$ cat src/rtl/rv_pkg.sv
// Shared constants and types for the register-file writeback path.
package rv_pkg;

  localparam int unsigned XLEN  = 32;
  localparam int unsigned NREG  = 32;
  localparam int unsigned REG_W = $clog2(NREG);

  localparam logic [REG_W-1:0] REG_ZERO = {REG_W{1'b0}};

  typedef enum logic [1:0] {
    WB_NONE = 2'd0,
    WB_LOAD = 2'd1,
    WB_SKID = 2'd2,
    WB_ALU  = 2'd3
  } wb_src_e;

endpackage

$ cat src/rtl/rd_fifo.sv
// Small FIFO of destination indices for loads still awaiting their response.
// Pointers wrap naturally (power-of-two depth); occupancy is tracked in its own counter.
module rd_fifo #(
  parameter int unsigned DEPTH = 4,
  parameter int unsigned WIDTH = 5
) (
  input  logic                     clk_i,
  input  logic                     rst_ni,
  input  logic                     push_i,
  input  logic [WIDTH-1:0]         data_i,
  input  logic                     pop_i,
  output logic [WIDTH-1:0]         data_o,
  output logic                     full_o,
  output logic                     empty_o,
  output logic [$clog2(DEPTH):0]   count_o
);

  localparam int unsigned PW = $clog2(DEPTH);
  localparam int unsigned CW = PW + 1;

  logic [WIDTH-1:0] mem_q [DEPTH];
  logic [PW-1:0]    wr_ptr_q, rd_ptr_q;
  logic [CW-1:0]    count_q, count_d;
  logic             do_push_s, do_pop_s;

  assign full_o    = (count_q == CW'(DEPTH));
  assign empty_o   = (count_q == {CW{1'b0}});
  assign do_push_s = push_i & ~full_o;
  assign do_pop_s  = pop_i & ~empty_o;
  assign data_o    = mem_q[rd_ptr_q];
  assign count_o   = count_q;

  // Occupancy next-state
  always_comb begin
    count_d = count_q;
    case ({do_push_s, do_pop_s})
      2'b10:   count_d = count_q + CW'(1);
      2'b01:   count_d = count_q - CW'(1);
      default: count_d = count_q;
    endcase
  end

  // Storage, pointers and counter
  always_ff @(posedge clk_i or negedge rst_ni) begin
    if (!rst_ni) begin
      wr_ptr_q <= {PW{1'b0}};
      rd_ptr_q <= {PW{1'b0}};
      count_q  <= {CW{1'b0}};
      for (int i = 0; i < DEPTH; i++) mem_q[i] <= {WIDTH{1'b0}};
    end else begin
      count_q <= count_d;
      if (do_push_s) begin
        mem_q[wr_ptr_q] <= data_i;
        wr_ptr_q        <= wr_ptr_q + PW'(1);
      end
      if (do_pop_s) rd_ptr_q <= rd_ptr_q + PW'(1);
    end
  end

endmodule

$ cat src/rtl/rf_wb_scoreboard.sv
// Register-file write-port owner: arbitrates load responses, a one-entry ALU skid and
// direct ALU results, and keeps a busy scoreboard so issue stalls on hazards.
module rf_wb_scoreboard #(
  parameter int unsigned NREG       = rv_pkg::NREG,
  parameter int unsigned XLEN       = rv_pkg::XLEN,
  parameter int unsigned LOAD_DEPTH = 4
) (
  input  logic                          clk_i,
  input  logic                          rst_ni,
  input  logic                          issue_valid_i,
  input  logic [rv_pkg::REG_W-1:0]      issue_rd_i,
  input  logic [rv_pkg::REG_W-1:0]      issue_rs1_i,
  input  logic [rv_pkg::REG_W-1:0]      issue_rs2_i,
  input  logic                          issue_use_rs1_i,
  input  logic                          issue_use_rs2_i,
  input  logic                          issue_is_load_i,
  output logic                          issue_stall_o,
  input  logic                          alu_valid_i,
  input  logic [rv_pkg::REG_W-1:0]      alu_rd_i,
  input  logic [XLEN-1:0]               alu_data_i,
  output logic                          alu_ready_o,
  input  logic                          lsu_rsp_valid_i,
  input  logic [XLEN-1:0]               lsu_rsp_data_i,
  output logic                          rf_we_o,
  output logic [rv_pkg::REG_W-1:0]      rf_waddr_o,
  output logic [XLEN-1:0]               rf_wdata_o,
  output logic [$clog2(LOAD_DEPTH):0]   load_pending_o,
  output logic                          err_o
);

  import rv_pkg::*;

  logic [NREG-1:0]  busy_q, busy_d;
  logic             skid_valid_q, skid_valid_d;
  logic [REG_W-1:0] skid_rd_q, skid_rd_d;
  logic [XLEN-1:0]  skid_data_q, skid_data_d;
  logic             rf_we_q, rf_load_q, err_q;
  logic [REG_W-1:0] rf_waddr_q;
  logic [XLEN-1:0]  rf_wdata_q;

  logic             fifo_full_s, fifo_empty_s, load_win_s, load_push_s;
  logic [REG_W-1:0] fifo_head_s;
  logic             raw1_s, raw2_s, waw_s, full_stall_s;
  wb_src_e          wb_src_s;
  logic [REG_W-1:0] wb_rd_s;
  logic [XLEN-1:0]  wb_data_s;

  // A source is hazardous while its producer is still in flight anywhere on the write path.
  assign raw1_s = issue_use_rs1_i && (issue_rs1_i != REG_ZERO) &&
                  (busy_q[issue_rs1_i] || (skid_valid_q && (skid_rd_q == issue_rs1_i)) ||
                   (rf_we_q && (rf_waddr_q == issue_rs1_i)));
  assign raw2_s = issue_use_rs2_i && (issue_rs2_i != REG_ZERO) &&
                  (busy_q[issue_rs2_i] || (skid_valid_q && (skid_rd_q == issue_rs2_i)) ||
                   (rf_we_q && (rf_waddr_q == issue_rs2_i)));
  assign waw_s        = (issue_rd_i != REG_ZERO) && busy_q[issue_rd_i];
  assign full_stall_s = issue_is_load_i && fifo_full_s;
  assign issue_stall_o = issue_valid_i && (raw1_s || raw2_s || waw_s || full_stall_s);

  assign load_push_s = issue_valid_i && !issue_stall_o && issue_is_load_i;
  assign load_win_s  = lsu_rsp_valid_i && !fifo_empty_s;
  assign alu_ready_o = !skid_valid_q;

  rd_fifo #(
    .DEPTH (LOAD_DEPTH),
    .WIDTH (REG_W)
  ) u_rd_fifo (
    .clk_i   (clk_i),
    .rst_ni  (rst_ni),
    .push_i  (load_push_s),
    .data_i  (issue_rd_i),
    .pop_i   (load_win_s),
    .data_o  (fifo_head_s),
    .full_o  (fifo_full_s),
    .empty_o (fifo_empty_s),
    .count_o (load_pending_o)
  );

  // Write-port source select: load response, then skid, then direct ALU
  always_comb begin
    wb_src_s  = WB_NONE;
    wb_rd_s   = REG_ZERO;
    wb_data_s = {XLEN{1'b0}};
    if (load_win_s) begin
      wb_src_s  = WB_LOAD;
      wb_rd_s   = fifo_head_s;
      wb_data_s = lsu_rsp_data_i;
    end else if (skid_valid_q) begin
      wb_src_s  = WB_SKID;
      wb_rd_s   = skid_rd_q;
      wb_data_s = skid_data_q;
    end else if (alu_valid_i) begin
      wb_src_s  = WB_ALU;
      wb_rd_s   = alu_rd_i;
      wb_data_s = alu_data_i;
    end else begin
      wb_src_s  = WB_NONE;
    end
  end

  // Skid captures an accepted ALU result that lost the port; it drains when it wins
  always_comb begin
    skid_valid_d = skid_valid_q;
    skid_rd_d    = skid_rd_q;
    skid_data_d  = skid_data_q;
    if (alu_valid_i && alu_ready_o && load_win_s) begin
      skid_valid_d = 1'b1;
      skid_rd_d    = alu_rd_i;
      skid_data_d  = alu_data_i;
    end else if (wb_src_s == WB_SKID) begin
      skid_valid_d = 1'b0;
    end else begin
      skid_valid_d = skid_valid_q;
    end
  end

  // Busy set on load issue, cleared when that load's write is presented; set wins
  always_comb begin
    busy_d = busy_q;
    for (int unsigned i = 0; i < NREG; i++) begin
      if (load_push_s && (issue_rd_i != REG_ZERO) && (issue_rd_i == REG_W'(i))) begin
        busy_d[i] = 1'b1;
      end else if (rf_we_q && rf_load_q && (rf_waddr_q == REG_W'(i))) begin
        busy_d[i] = 1'b0;
      end else begin
        busy_d[i] = busy_q[i];
      end
    end
  end

  // State and registered write port
  always_ff @(posedge clk_i or negedge rst_ni) begin
    if (!rst_ni) begin
      busy_q       <= {NREG{1'b0}};
      skid_valid_q <= 1'b0;
      skid_rd_q    <= REG_ZERO;
      skid_data_q  <= {XLEN{1'b0}};
      rf_we_q      <= 1'b0;
      rf_load_q    <= 1'b0;
      rf_waddr_q   <= REG_ZERO;
      rf_wdata_q   <= {XLEN{1'b0}};
      err_q        <= 1'b0;
    end else begin
      busy_q       <= busy_d;
      skid_valid_q <= skid_valid_d;
      skid_rd_q    <= skid_rd_d;
      skid_data_q  <= skid_data_d;
      rf_we_q      <= (wb_src_s != WB_NONE) && (wb_rd_s != REG_ZERO);
      rf_load_q    <= (wb_src_s == WB_LOAD);
      rf_waddr_q   <= wb_rd_s;
      rf_wdata_q   <= wb_data_s;
      err_q        <= err_q | (lsu_rsp_valid_i & fifo_empty_s);
    end
  end

  assign rf_we_o    = rf_we_q;
  assign rf_waddr_o = rf_waddr_q;
  assign rf_wdata_o = rf_wdata_q;
  assign err_o      = err_q;

endmodule

$ cat config.mk
export PLATFORM = sky130hd
export DESIGN_NAME = rf_wb_scoreboard
export DESIGN_NICKNAME = d
export VERILOG_FILES = /design/src/rtl/rv_pkg.sv /design/src/rtl/rd_fifo.sv /design/src/rtl/rf_wb_scoreboard.sv
export SDC_FILE = /design/constraint.sdc
export NUM_CORES = 1
export LEC_CHECK = 0
export ABC_AREA = 1
export CAP_MARGIN = 25
export CORE_MARGIN = 2
export CORE_UTILIZATION = 48
export CTS_CLUSTER_DIAMETER = 60
export DETAILED_ROUTE_END_ITERATION = 6
export HOLD_SLACK_MARGIN = 0.08
export PLACE_DENSITY_LB_ADDON = 0.12
export SLEW_MARGIN = 20
export SYNTH_ARGS = -nofsm -noshare
export SYNTH_HDL_FRONTEND = slang
export SYNTH_SLANG_ARGS = --single-unit
$ cat constraint.sdc
create_clock -name clk_i -period 2.9 [get_ports clk_i]
set_input_delay 0.87 -clock clk_i [delete_from_list [all_inputs] [get_ports clk_i]]
set_output_delay 0.87 -clock clk_i [all_outputs]
set_load 0.02 [all_outputs]
# Word level (Yosys, flattened, before mapping)

Index checks and enable logic that the tools add are counted.
Widths: inputs -> output; s select.

Add/sub/neg operators: 4
$lt $le $gt $ge: 6
Equal/unequal tests: 71
Mux-type cells: 88
Bitwise gates (word level): 8
Reductions and logical operators: 136

Operators with widths:

| kind                | number |
|---|---|
| $eq 5x5->1 const B  | 32 |
| $mux 32             | 3 |
| $logic_and 1x1->1   | 84 |
| $eq 5x4->1 const B  | 16 |
| $reduce_bool 2->1   | 35 |
| $mux 1              | 69 |
| $eq 5x3->1 const B  | 8 |
| $mux 5              | 6 |
| $bwmux 20           | 1 |
| $eq 5x2->1 const B  | 4 |
| $eq 5x5->1          | 4 |
| $reduce_bool 5->1   | 4 |
| $lt 5x6->1 const B  | 3 |
| $bmux 1 s5          | 3 |
| $bmux 5 s2          | 1 |
| $demux 5 s2         | 1 |
| $eq 5x1->1 const B  | 2 |
| $logic_not 5->1     | 2 |
| $logic_or 1x1->1    | 7 |
| $ge 3x3->1 const B  | 2 |
| $mux 2              | 3 |
| $not 2->3           | 2 |
| $pmux 3 s2          | 1 |
| $add 2x1->2 const B | 2 |
| other kinds (11)    | 18 |

Bits in registers: 137
Input bits: 92
Output and inout bits: 44
Word-level logic and storage cells: 360

# Longest topological paths before layout

Gate-level depths: netlist of run 1.

Word-level depth: 15
Gate-level depth with buffers: 21
Gate-level depth less buffers: 19

# Hierarchy

Synthesis of run 1 repeated with hierarchy kept, for this count alone.

Cells, all modules: 1,008
Area, all modules: 7,632.3 um^2

By module, submodules not included:

| module           | instances | cells an instance | area each (um^2) | seq. area each (um^2) |
|---|---|---|---|---|
| rf_wb_scoreboard | 1         | 831               | 6,209.7          | 2,752.6 |
| rd_fifo          | 1         | 177               | 1,422.6          | 675.6 |

# Worst setup path after synthesis of run 1

No wires, ideal clock.

Kind: input port to flip-flop
Start: input issue_rd_i[0] in the netlist's numbering
End: register u_rd_fifo.count_q[2], in the netlist u_rd_fifo.count_o[2]
Setup time: 0.131 ns
Arrival time: 2.981 ns
Required time: 2.769 ns
Setup slack: -0.212 ns
Cell stages on the path: 20
Buffers on the path: 3
Path through: buf_6 buf_8 nor2_2 nand2_1 nand3_1 nand2_1 nand2_1 o21ai_1 inv_1 nor2_2 nand2_2 nor2_8 nand2_4 buf_6 ha_1 inv_1 fa_1 a21oi_1 o21ai_0 xor2_1

Word-level cells in the longest chain between the ends: 12
Elaborated cells between the ends (all ways): 15
Classes of those cells: eq/ne (2); mux (3); bitwise (1); reduce/logical (9)

RTL lines:

| item                                                   | RTL line               | source |
|---|---|---|
| start: declaration                                     | rf_wb_scoreboard.sv:11 | `input logic [rv_pkg::REG_W-1:0] issue_rd_i,` |
| $bmux 1 s5                                             | rf_wb_scoreboard.sv:55 | `assign waw_s = (issue_rd_i != REG_ZERO) && busy_q[issue_rd_i];` |
| $mux 1 (implied by the code)                           | rf_wb_scoreboard.sv:55 |  |
| $logic_and 1x1->1 (*)                                  | rf_wb_scoreboard.sv:55 |  |
| $logic_or 1x1->1 (*) (2 in a row)                      | rf_wb_scoreboard.sv:57 | `assign issue_stall_o = issue_valid_i && (raw1_s \|\| raw2_s \|\| waw_s \|\| full_stall_s);` |
| $logic_and 1x1->1 (*)                                  | rf_wb_scoreboard.sv:57 |  |
| $logic_not 1->1 (*)                                    | rf_wb_scoreboard.sv:59 | `assign load_push_s = issue_valid_i && !issue_stall_o && issue_is_load_i;` |
| $logic_and 1x1->1 (*) (2 in a row)                     | rf_wb_scoreboard.sv:59 |  |
| $and 1x1->1 (*)                                        | rd_fifo.sv:28          | `assign do_push_s = push_i & ~full_o;` |
| $eq 2x1->1 / $eq 2x2->1 (equally long branches)        | rd_fifo.sv:36          | `case ({do_push_s, do_pop_s})` |
| $pmux 3 s2 / $reduce_bool 2->1 (equally long branches) | -                      |  |
| end signal: assignment                                 | rd_fifo.sv:48          | `count_q <= {CW{1'b0}};` |
| end signal: assignment                                 | rd_fifo.sv:51          | `count_q <= count_d;` |
| end: declaration                                       | rd_fifo.sv:23          | `logic [CW-1:0] count_q, count_d;` |

Mark *: on every way between the ends. The rest lies on a longest branch, timed or not. The select of a mux whose other input is x is not followed.
A chain may end at the register's enable or synchronous reset.

# Worst setup path in the final report of run 1

Start: input issue_rd_i[0] in the netlist's numbering
End: output issue_stall_o

Word-level cells in the longest chain between the ends: 6
Elaborated cells between the ends (all ways): 7
Classes of those cells: mux (2); reduce/logical (5)

RTL lines:

| item                              | RTL line               | source |
|---|---|---|
| $bmux 1 s5                        | rf_wb_scoreboard.sv:55 |  |
| $mux 1 (implied by the code)      | rf_wb_scoreboard.sv:55 |  |
| $logic_and 1x1->1 (*)             | rf_wb_scoreboard.sv:55 |  |
| $logic_or 1x1->1 (*) (2 in a row) | rf_wb_scoreboard.sv:57 |  |
| $logic_and 1x1->1 (*)             | rf_wb_scoreboard.sv:57 |  |
| end: declaration                  | rf_wb_scoreboard.sv:17 | `output logic issue_stall_o,` |

Marks and branches as above.

==> qor.yml, run 1 <==
setup_path:
  r2r_setup_slack_ps: 320
  worstPathRequired_ps: 2030
  path_class: "in2out"
  crit_arrival_ps: 2260
  endpoint_kind: "output port"
  cp_max_fo: 7
  startpoint_type: "primary input"
detailed_routing:
  post_drt_wl_per_cell_um: 16.5
  ant_nets: 0
  drc: 0
  viasPerCell: 5.38
  drt_iter0_drc: 627
  detail_route.first_pass.iterations: 5
  vias: 7850
  drt-total-wl_um: 24100
synth:
  syn_nets: 1113
  synth_top_area_share_pct: 44.5
  synth_area_leaders: "dfrtp_1 (45%), nand2_1 (17%), nor2_1 (5.4%), mux2_2 (4.7%), nand3_1 (4.2%)"
  ys_ff_latch: 137
  synth-async-reset-ratio_pct: 100
  ys_warn_count: 0
  synthCells: 1015
  synth_top_area_cell: "dfrtp_1"
  syn_area_um2: 7700
  ys_seq_area_share_pct: 44.5
  avgSynthCellArea_um2: 7.59
  netlist_top_cells_count: "nand2_1 (340), dfrtp_1 (137), nor2_1 (111)"
  synth_edf_count: 0
  synth.distinct_cells: 37
  yosysMostFrequentCell: "nand2_1"
  ys.flop_type: "dfrtp_1"
sta:
  setup_viol: 1
  clock_skew_ps: 8.60
  setup_slack_ps: -228
  slew-limit-headroom_pct: 57.2
  timing.fmax_ghz: 0.320
  worstMarginPinSlew_ps: 642
  rsz0062_at_grt: "true"
  min_period_ps: 3130
  drv_slew: 0
  finalCritPeriodShare_pct: 108
  hold_viol: 0
power:
  p_per_area_nw_per_um2: 874
  power_leakage_uw: 0.00512
  vdd_drop_max_uv: 748
  p_total_uw: 9400
grt:
  antenna_found_initial: 1
  track_usage_pct: 29.1
  grt_pass1_vias: 7478
  grt_pass1_wl_um: 37900
  grt_overflow: 0
  grt_max_degree: 68
place:
  numPortBuffers: 135
  dp.cells: 1399
  placed_area_um2: 9700
  dp_hpwl_um: 16600
  globalplace.congestion: 0.991
clock_network:
  holdBufCountCts: 0
  h-tree-depth: 4
  cts.path.max_buffers: 2
  cts_root_buf: "clkbuf_16"
  clk_pin_slew_ps: 60
  cts_inserted_buffers: 17
  clock_sinks: 137
  clock_latency_ps: 430
  cts_tree: "done"
cells_and_area:
  fin_util_pct: 68.2
  n_antenna_cell: 0
  final_net_count: 1328
  final_cell_count_no_fill: 1459
  drive_gt1_share_pct: 19.6
  final_area_um2: 10800
  syn_to_final_growth_pct: 39.6
floorplanning:
  rows: 46
  start_util_pct: 48.8
  die_w_um: 131
  die-area_um2: 17100
  core_area_um2: 15800
  die_y_um: 131
  ioPinCount: 136
min_path:
  hp-class: "in2async"
status:
  violations: "negative setup slack"
  outcome: "finished with violations"
run:
  cap_violations: 0
-- state kept, by name, indices dropped and copies added (netlist names) --
| register | cells |
|---|---|
| rf_load_q | 1 |
| skid_valid_q | 1 |
| u_rd_fifo.count_o | 3 |
| rf_we_o | 1 |
| skid_rd_q | 5 |
| err_o | 1 |
| u_rd_fifo.rd_ptr_q | 2 |
| u_rd_fifo.wr_ptr_q | 2 |
| busy_q | 32 |
| rf_wdata_o | 32 |
| u_rd_fifo.mem_q | 20 |
| rf_waddr_o | 5 |
| skid_data_q | 32 |
-- metrics by stage --
stage / setup slack (ps) / setup TNS [ps] / hold WS [ps]
after detailed placement: -1190 / -20760 / 456
after floorplan: -64.9 / -163 / 437
after global routing: -309 / -313 / 413
after global placement: -1180 / -18730 / 449
after CTS: -188 / -1940 / 391
final: -228 / -228 / 375
-- logic make-up (layout without fill, tap and decap cells) --
group           after synthesis  in the layout  share of synthesized area, %
xor+xnor                      5              5                         0.568
flops                       137            137                          44.5
mux                          32             32                          4.68
compound gates              124            124                          9.55
buf+inv                     144            372                          8.93
simple gates                567            567                          30.7
fa+ha+maj                     6              6                          1.07
-- layer usage --
| metal | global-route usage (%) | vias to the layer above | wire length [um] |
|---|---|---|---|
| li1 | - | 3755 | - |
| met1 | 38.3 | 3660 | 9880 |
| met2 | 46.3 | 374 | 11300 |
| met3 | 7.37 | 61 | 2190 |
| met4 | 11.9 | 0 | 736 |
| met5 | 0 | - | 0 |
-- where the power goes --
group	leakage [uW]	total (uW)	switching, uW	internal (uW)
Clock	0.000276	2130	923	1200
Combinational	0.00323	3980	2240	1750
Sequential	0.00161	3290	576	2710
-- cells in the final DEF (no fill, tap or decap), types with 7 or more instances in the layout --
| master | count |
|---|---|
| clkbuf_16 | 17 |
| nor2_1 | 108 |
| inv_1 | 79 |
| nand3_1 | 59 |
| o21ai_0 | 30 |
| nand4_1 | 42 |
| nand2_2 | 9 |
| buf_4 | 92 |
| dfrtp_1 | 137 |
| mux2_2 | 32 |
| buf_6 | 12 |
| a31oi_1 | 34 |
| o22ai_1 | 15 |
| clkdlybuf4s50_1 | 118 |
| inv_6 | 7 |
| nand2_1 | 328 |
| clkdlybuf4s15_2 | 7 |
| o21ai_1 | 19 |
-- worst max-delay path: stages --
cell     delay (ps)
buf_12          130
buf_16          150
nand2_2          50
o21ai_1          60
nand2_1          60
nand2_1          60
nand2_1          70
nand2_1          60
o21ai_2         180
nand2_1          90
nor2_2          130
nand2_2          70
o21ai_2         110
inv_1            60
buf_6           120
-- final timing paths --
path / end / startpoint / cells past startpoint
worst max-delay path: issue_stall_o / issue_rd_i[0] / 15
worst min-delay path: busy_q[7] / rst_ni / 1
worst max register to register: u_rd_fifo.mem_q[18] / busy_q[30] / 19
worst min register to register: u_rd_fifo.mem_q[2] / u_rd_fifo.mem_q[2] / 2
max in group asynchronous: u_rd_fifo.mem_q[12] / rst_ni / 2
min in group clk_i: u_rd_fifo.mem_q[2] / u_rd_fifo.mem_q[2] / 2
-- cell type report --
| class | instances | area [um2] |
|---|---|---|
| timing repair inverter | 1 | 7.51 |
| sequential | 137 | 3430 |
| inverter | 94 | 377 |
| clock buffer | 18 | 429 |
| timing repair buffer | 245 | 2360 |
| clock inverter | 14 | 139 |
| multi-input combinational | 734 | 3740 |
| tap | 216 | 270 |
| fill | 1346 | 5020 |
-- what timing repair did --
action,4_1_cts,5_1_grt
pin swaps,38,25
gates resized for setup,106,21
setup buffers,23,5
gates cloned,8,0
setup endpoints to repair,3,22
hold endpoints to repair,0,0
(Power assumes the default switching activity.)
==> run 2, diff against run 1 <==
--- a/config.mk
+++ b/config.mk
@@ -11,7 +11,7 @@
 export CORE_UTILIZATION = 48
 export CTS_CLUSTER_DIAMETER = 60
 export DETAILED_ROUTE_END_ITERATION = 6
-export HOLD_SLACK_MARGIN = 0.08
+export GPL_TIMING_DRIVEN = 0
 export PLACE_DENSITY_LB_ADDON = 0.12
 export SLEW_MARGIN = 20
 export SYNTH_ARGS = -nofsm -noshare
==> run 2 against run 1 <==
Compared with the run above:
- the flow still finishes with violations (negative setup slack)
- final cell count shrank 2.1%
- hold slack gained 44 ps
- setup slack worse by 25 ps
- first-iteration DRC count grew 20%
- maximum frequency is 0.79% lower
- sequential power about the same
- design area down 3.2%
- clock power rose by 10%
- largest cell class unchanged
- highest routed layer unchanged
==> qor.yml, run 2 (synthesis results as in run 1) <==
status:
  violations: "negative setup slack"
  outcome: "finished with violations"
setup_path:
  cpMostUsedCell: "nand2_2"
  crit_family: "simple AND/OR/NAND/NOR gates"
  slowest_delay_ps: 260  # +80 ps
  crit_end: "issue_stall_o"
  crit_arrival_ps: 2280  # +20 ps
  startpoint: "issue_rs1_i[0]"
  crit_buf_inv: 5  # +1
  reg2reg_from: "rf_waddr_o[3]"
  worstPathRequired_ps: 2030  # about the same
  cp.depth: 15  # unchanged
  path_cells: "buf_6 > buf_6 > bufbuf_16 > nand2_1 > nand3_2 > nand3_2 > nand3_2 > nand2_2 > nand2_2 > nand3_4 > nand2_2 > nand2_2 > o21ai_2 > inv_1 > buf_6"
  r2r-end: "u_rd_fifo.count_o[1]"
  r2r_setup_slack_ps: 240  # -80 ps
  reg2reg_depth: 17  # -2
  endpoint_kind: "output port"
  cp_slowest_cell: "bufbuf_16"
  startpoint_type: "primary input"
  cp_max_fo: 5  # -2
  path_class: "in2out"
sta:
  timing.fmax_ghz: 0.317  # -0.79%
  min_period_ps: 3150  # +24.8 ps
  setup_viol: 2  # +1
  worstMarginPinSlew_ps: 695  # +52.3 ps
  clock_skew_ps: 11.2  # +2.59 ps
  rsz0062_at_grt: "true"
  drv_slew: 0  # unchanged
  finalCritPeriodShare_pct: 109  # +0.86 points
  setup_slack_ps: -253  # -24.8 ps
  hold_viol: 0  # unchanged
  hold_ws_ps: 419  # +44.0 ps
  slew-limit-headroom_pct: 53.7  # -3.5 points
detailed_routing:
  post_drt_wl_per_cell_um: 17.5  # +5.8%
  drt-total-wl_um: 25000  # +3.6%
  drc: 0  # unchanged
  viasPerCell: 5.48  # +1.9%
  ant_nets: 0  # unchanged
  detail_route.first_pass.iterations: 6  # +1
  vias: 7830  # -0.25%
  drt_iter0_drc: 755  # +20%
grt:
  track_usage_pct: 29.8  # +0.62 points
  grt_overflow: 0  # unchanged
  grt_pass1_vias: 7370  # -1.4%
  grt_pass1_wl_um: 38400  # +1.3%
  antenna_found_initial: 1  # unchanged
  grt_max_degree: 77  # +13%
power:
  p_per_area_nw_per_um2: 909  # +4.0%
  internal-power_uw: 5730  # +1.3%
  swShare_pct: 39.4  # -0.39 points
  p_switching_uw: 3730  # -0.32%
  vdd_drop_max_uv: 569  # -24%
  p_comb_share_pct: 40.0  # -2.4 points
  power_leakage_uw: 0.00489  # -4.4%
  clkPwrFrac_pct: 24.9  # +2.3 points
  p_seq_share_pct: 35.1  # about the same
clock_network:
  clock_latency_ps: 430  # about the same
  cts.path.max_buffers: 2  # unchanged
  cts_tree: "done"
  cts_inserted_buffers: 17  # unchanged
  h-tree-depth: 4  # unchanged
  clock_sinks: 137  # unchanged
  holdBufCountCts: 0  # unchanged
  cts_root_buf: "clkbuf_16"
  clk_pin_slew_ps: 60  # about the same
cells_and_area:
  syn_to_final_growth_pct: 35.1
  drive_gt1_share_pct: 15.1  # -4.5 points
  final_cell_mix: "nand2_1 (331), dfrtp_1 (137), clkdlybuf4s50_1 (119)"
  final_net_count: 1296  # -2.4%
  final_common_cell: "nand2_1"
place:
  dp_hpwl_um: 17300  # +4.4%
  dp_slack_ps: -1310  # -119 ps
  numPortBuffers: 133  # -1.5%
  globalplace.congestion: 0.972  # -1.9%
floorplanning:
  ioPinCount: 136  # unchanged
  die_w_um: 131  # unchanged
  die-area_um2: 17100  # unchanged
  die_y_um: 131  # unchanged
  start_util_pct: 48.8  # unchanged
  rows: 46  # unchanged
  core_area_um2: 15800  # unchanged
run:
  cap_violations: 0  # unchanged
min_path:
  hp-class: "in2async"
run 2: final cells by class:
cell class / count / area (um2)
inverter: 94 / 375
tap: 216 / 270
antenna: 1 / 2.50
buffer: 50 / 385
multi-input combinational: 734 / 3720
timing repair inverter: 3 / 17.5
sequential: 137 / 3430
fill: 1410 / 5360
clock inverter: 13 / 176
clock buffer: 19 / 453
timing repair buffer: 161 / 1580
run 2: worst min-delay path by stage:
| stage | from | end |
|---|---|---|
| 2_1_floorplan | u_rd_fifo.mem_q[12] | u_rd_fifo.mem_q[12] |
| 3_3_place_gp | u_rd_fifo.mem_q[14] | u_rd_fifo.mem_q[14] |
| 3_5_place_dp | u_rd_fifo.mem_q[11] | u_rd_fifo.mem_q[11] |
| 4_1_cts | rst_ni | busy_q[30] |
| 5_1_grt | rst_ni | busy_q[22] |
| 6_report | rst_ni | busy_q[22] |
run 2: through the flow:
step / area [um2] / total power, uW / utilization, % / TNS (ps) / std cells
CTS: 10300 / 9390 / 65.2 / -290 / 1423
global route: 10400 / 10100 / 66.0 / -664 / 1428
floorplan: 7730 / 5510 / - / -163 / 1015
detailed placement: 9370 / 6930 / 59.4 / -21890 / 1365
global placement: 9340 / 6850 / 59.2 / -667390 / 1364
finish: 10400 / 9460 / 66.0 / -344 / 1428
run 2: repair_timing:
| item | CTS | global route |
|---|---|---|
| resized for setup | 81 | 39 |
| hold endpoints to repair | 0 | 0 |
| pin swaps | 12 | 20 |
| cloned | 8 | 1 |
| buffers inserted | 18 | 3 |
| setup endpoints to repair | 4 | 4 |
run 2: power by group through the flow:
stage | Combinational, uW | Clock (uW) | Sequential [uW]
after floorplan | 2110 | 0 | 3400
after global placement | 3540 | 0 | 3310
after detailed placement | 3610 | 0 | 3320
after CTS | 3710 | 2370 | 3300
after global routing | 4180 | 2460 | 3410
final | 3790 | 2350 | 3320
run 2: metal layers:
| metal | vias up | GRT usage, % | wire [um] |
|---|---|---|---|
| li1 | 3687 | - | - |
| met1 | 3727 | 39.6 | 10500 |
| met2 | 354 | 47.4 | 11800 |
| met3 | 62 | 7.70 | 1960 |
| met4 | 0 | 10.5 | 685 |
| met5 | - | 0 | 0 |
==> run 3, diff against run 2 <==
--- a/config.mk
+++ b/config.mk
@@ -7,13 +7,14 @@
 export LEC_CHECK = 0
 export ABC_AREA = 1
 export CAP_MARGIN = 25
-export CORE_MARGIN = 2
+export CORE_MARGIN = 3
 export CORE_UTILIZATION = 48
 export CTS_CLUSTER_DIAMETER = 60
 export DETAILED_ROUTE_END_ITERATION = 6
 export GPL_TIMING_DRIVEN = 0
 export PLACE_DENSITY_LB_ADDON = 0.12
-export SLEW_MARGIN = 20
+export SLEW_MARGIN = 25
 export SYNTH_ARGS = -nofsm -noshare
 export SYNTH_HDL_FRONTEND = slang
+export SYNTH_HIERARCHICAL = 1
 export SYNTH_SLANG_ARGS = --single-unit
==> run 3 against run 2 <==
Compared with the run above:
- the flow still finishes with violations (negative setup slack)
- non-clock buffer count fell by 14
- largest power group unchanged
- global-route usage shrank 1.5 points
- critical endpoint unchanged
- sequential share of layout area shrank 0.20 points
- clock skew fell by 4.9 ps
==> qor.yml, run 3 <==
place:
  dp_slack_ps: -1720  # -417 ps
  dp_hpwl_um: 17000  # -2.2%
  dp.cells: 1351  # -1.0%
  globalplace.congestion: 1.01  # +3.9%
  numPortBuffers: 131  # -1.5%
synth:
  synth.distinct_cells: 34  # -8.1%
  synth_top_area_cell: "dfrtp_1"
  ys_ff_latch: 137  # unchanged
  synth-async-reset-ratio_pct: 100  # unchanged
  synth_area_leaders: "dfrtp_1 (45%), nand2_1 (16%), mux2_2 (5.2%), o21ai_0 (5.1%), nand3_1 (5.0%)"
  syn_area_um2: 7630  # -0.93%
  ys_warn_count: 6  # +6
  synth_top_area_share_pct: 44.9  # +0.42 points
  synthCells: 1008  # -0.69%
  syn_nets: 1106  # -0.63%
  synth_edf_count: 0  # unchanged
  ys.flop_type: "dfrtp_1"
  netlist_top_cells_count: "nand2_1 (330), dfrtp_1 (137), inv_1 (96)"
  yosysMostFrequentCell: "nand2_1"
  ys_seq_area_share_pct: 44.9  # +0.42 points
  avgSynthCellArea_um2: 7.57  # -0.24%
setup_path:
  startpoint_type: "primary input"
  path_class: "in2out"
  crit_arrival_ps: 2300  # +20 ps
  r2r_setup_slack_ps: 160  # -80 ps
  reg2reg_from: "busy_q[17]"
  startpoint: "issue_rs2_i[0]"
  reg2reg_depth: 19  # +2
  cp_max_fo: 5  # unchanged
  slowest_delay_ps: 130  # -130 ps
  r2r-end: "u_rd_fifo/count_o[1]"
  cp_slowest_cell: "buf_8"
  crit_buf_inv: 6  # +1
  crit_family: "simple AND/OR/NAND/NOR gates"
  path_cells: "buf_6 > buf_8 > buf_6 > buf_8 > nand2_2 > nand3_2 > nand3_2 > nand3_2 > nand2_2 > nand2_1 > nand3_1 > nand2_2 > nand3_4 > nand2_1 > inv_1 > buf_6"
  worstPathRequired_ps: 2030  # about the same
  endpoint_kind: "output port"
grt:
  grt_pass1_wl_um: 39600  # +3.0%
  grt_max_degree: 84  # +9.1%
  grt_overflow: 0  # unchanged
  grt_pass1_vias: 7762  # +5.3%
  antenna_found_initial: 0  # -1
  track_usage_pct: 28.3  # -1.5 points
detailed_routing:
  detail_route.first_pass.iterations: 5  # -1
  post_drt_wl_per_cell_um: 17.4  # -0.84%
  vias: 7676  # -2.0%
  drt-total-wl_um: 24400  # -2.4%
  drt_iter0_drc: 751  # -0.53%
  drc: 0  # unchanged
  viasPerCell: 5.46  # -0.36%
  ant_nets: 0  # unchanged
cells_and_area:
  final_cell_count_no_fill: 1405  # -1.6%
  syn_to_final_growth_pct: 37.2
  final_common_cell: "nand2_1"
  final_net_count: 1279  # -1.3%
  final_cell_mix: "nand2_1 (311), dfrtp_1 (137), clkdlybuf4s50_1 (118)"
  n_antenna_cell: 0  # -1
  fill_cells: 1300  # -7.8%
  drive_gt1_share_pct: 16.2  # +1.1 points
sta:
  worstMarginPinSlew_ps: 774  # +79.0 ps
  setup_slack_ps: -272  # -19.5 ps
  drv_slew: 0  # unchanged
  slew-limit-headroom_pct: 48.2  # -5.5 points
  min_period_ps: 3170  # +19.5 ps
  hold_ws_ps: 349  # -70.3 ps
  timing.fmax_ghz: 0.315  # -0.61%
  hold_viol: 0  # unchanged
  setup_viol: 3  # +1
  clock_skew_ps: 6.29  # -4.90 ps
  rsz0062_at_grt: "true"
  finalCritPeriodShare_pct: 109  # +0.67 points
clock_network:
  clk_pin_slew_ps: 60  # about the same
  clock_latency_ps: 420  # about the same
  cts_root_buf: "clkbuf_16"
  cts_inserted_buffers: 17  # unchanged
  cts.path.max_buffers: 2  # unchanged
  holdBufCountCts: 0  # unchanged
  clock_sinks: 137  # unchanged
  h-tree-depth: 4  # unchanged
  cts_tree: "done"
status:
  violations: "negative setup slack"
  outcome: "finished with violations"
power:
  p_per_area_nw_per_um2: 900  # -0.94%
  power_leakage_uw: 0.00494  # +1.0%
  vdd_drop_max_uv: 766  # +35%
run:
  cap_violations: 0  # unchanged
floorplanning:
  die-area_um2: 17400  # +2.2%
  rows: 45  # -2.2%
  core_area_um2: 15400  # -2.5%
  die_w_um: 132  # +1.1%
  ioPinCount: 136  # unchanged
  die_y_um: 132  # +1.1%
  start_util_pct: 49.7  # +0.80 points
min_path:
  hp-class: "in2async"
==> run 3: changes by cell type after synthesis, sizes merged, moves of 4 or more <==
cell	delta
o31ai	+4
o211ai	-4
nand4	-18
nand2	-11
o21ai	+26
a22oi	+34
nand3	+13
nor3	+7
o22ai	-5
nor2	-23
clkbuf	-9
inv	+11
a31oi	-33
==> run 3: per-stage QoR <==
| step | power (uW) | util [%] | cell area, um2 | TNS (ps) |
|---|---|---|---|---|
| after CTS | 9310 | 67.2 | 10300 | -220 |
| after global routing | 10000 | 68.1 | 10500 | -794 |
| after global placement | 6810 | 60.6 | 9320 | -692570 |
| final | 9430 | 68.1 | 10500 | -462 |
| after detailed placement | 6890 | 60.8 | 9350 | -63220 |
| after floorplan | 5450 | - | 7740 | -86.1 |
==> run 3: layer usage <==
| layer | vias to the layer above | global-route usage [%] | share of wire (%) |
|---|---|---|---|
| met2 | 346 | 44.6 | 47 |
| met5 | - | 0 | 0 |
| met4 | 0 | 12.2 | 3.2 |
| met3 | 66 | 6.79 | 8.0 |
| li1 | 3666 | - | - |
| met1 | 3598 | 37.4 | 42 |
==> run 3: area by class of cell <==
cell class	instances	area, um2	area share (%)
Sequential cell	137	3430	32.7
Multi-Input combinational cell	725	3800	36.3
Clock buffer	18	429	4.10
Buffer	42	323	3.08
Inverter	103	402	3.84
Clock inverter	14	188	1.79
Timing Repair Buffer	155	1640	15.6
Tap cell	211	264	2.52
==> run 3: timing repair <==
| action | 4_1_cts | 5_1_grt |
|---|---|---|
| gates cloned | 3 | 1 |
| gates resized for setup | 99 | 25 |
| setup buffers | 13 | 6 |
| setup endpoints to repair | 57 | 3 |
| endpoints found under the hold margin | 0 | 0 |
| pin swaps | 35 | 18 |
==> run 3: cells by family after synthesis <==
group	Yosys count	synth area share, %
compound gates	146	11.2
xor+xnor	2	0.230
fa+ha+maj	6	1.08
buf+inv	146	8.36
flops	137	44.9
mux	35	5.16
simple gates	536	29.0
==> run 3: where the power goes <==
part / switching, uW / total, uW / internal (uW)
Sequential: 617 / 3320 / 2700
Clock: 901 / 2280 / 1380
Combinational: 2220 / 3830 / 1610
Total: 3740 / 9430 / 5680
==> run 3: worst max-delay path by stage <==
stage,end,slack (ps),depth (start not counted)
floorplan,u_rd_fifo/count_o[1],-70,19
global placement,u_rd_fifo/wr_ptr_q[0],-4630,1
detailed placement,issue_stall_o,-1720,12
CTS,issue_stall_o,-220,16
global route,issue_stall_o,-340,15
finish,issue_stall_o,-270,16
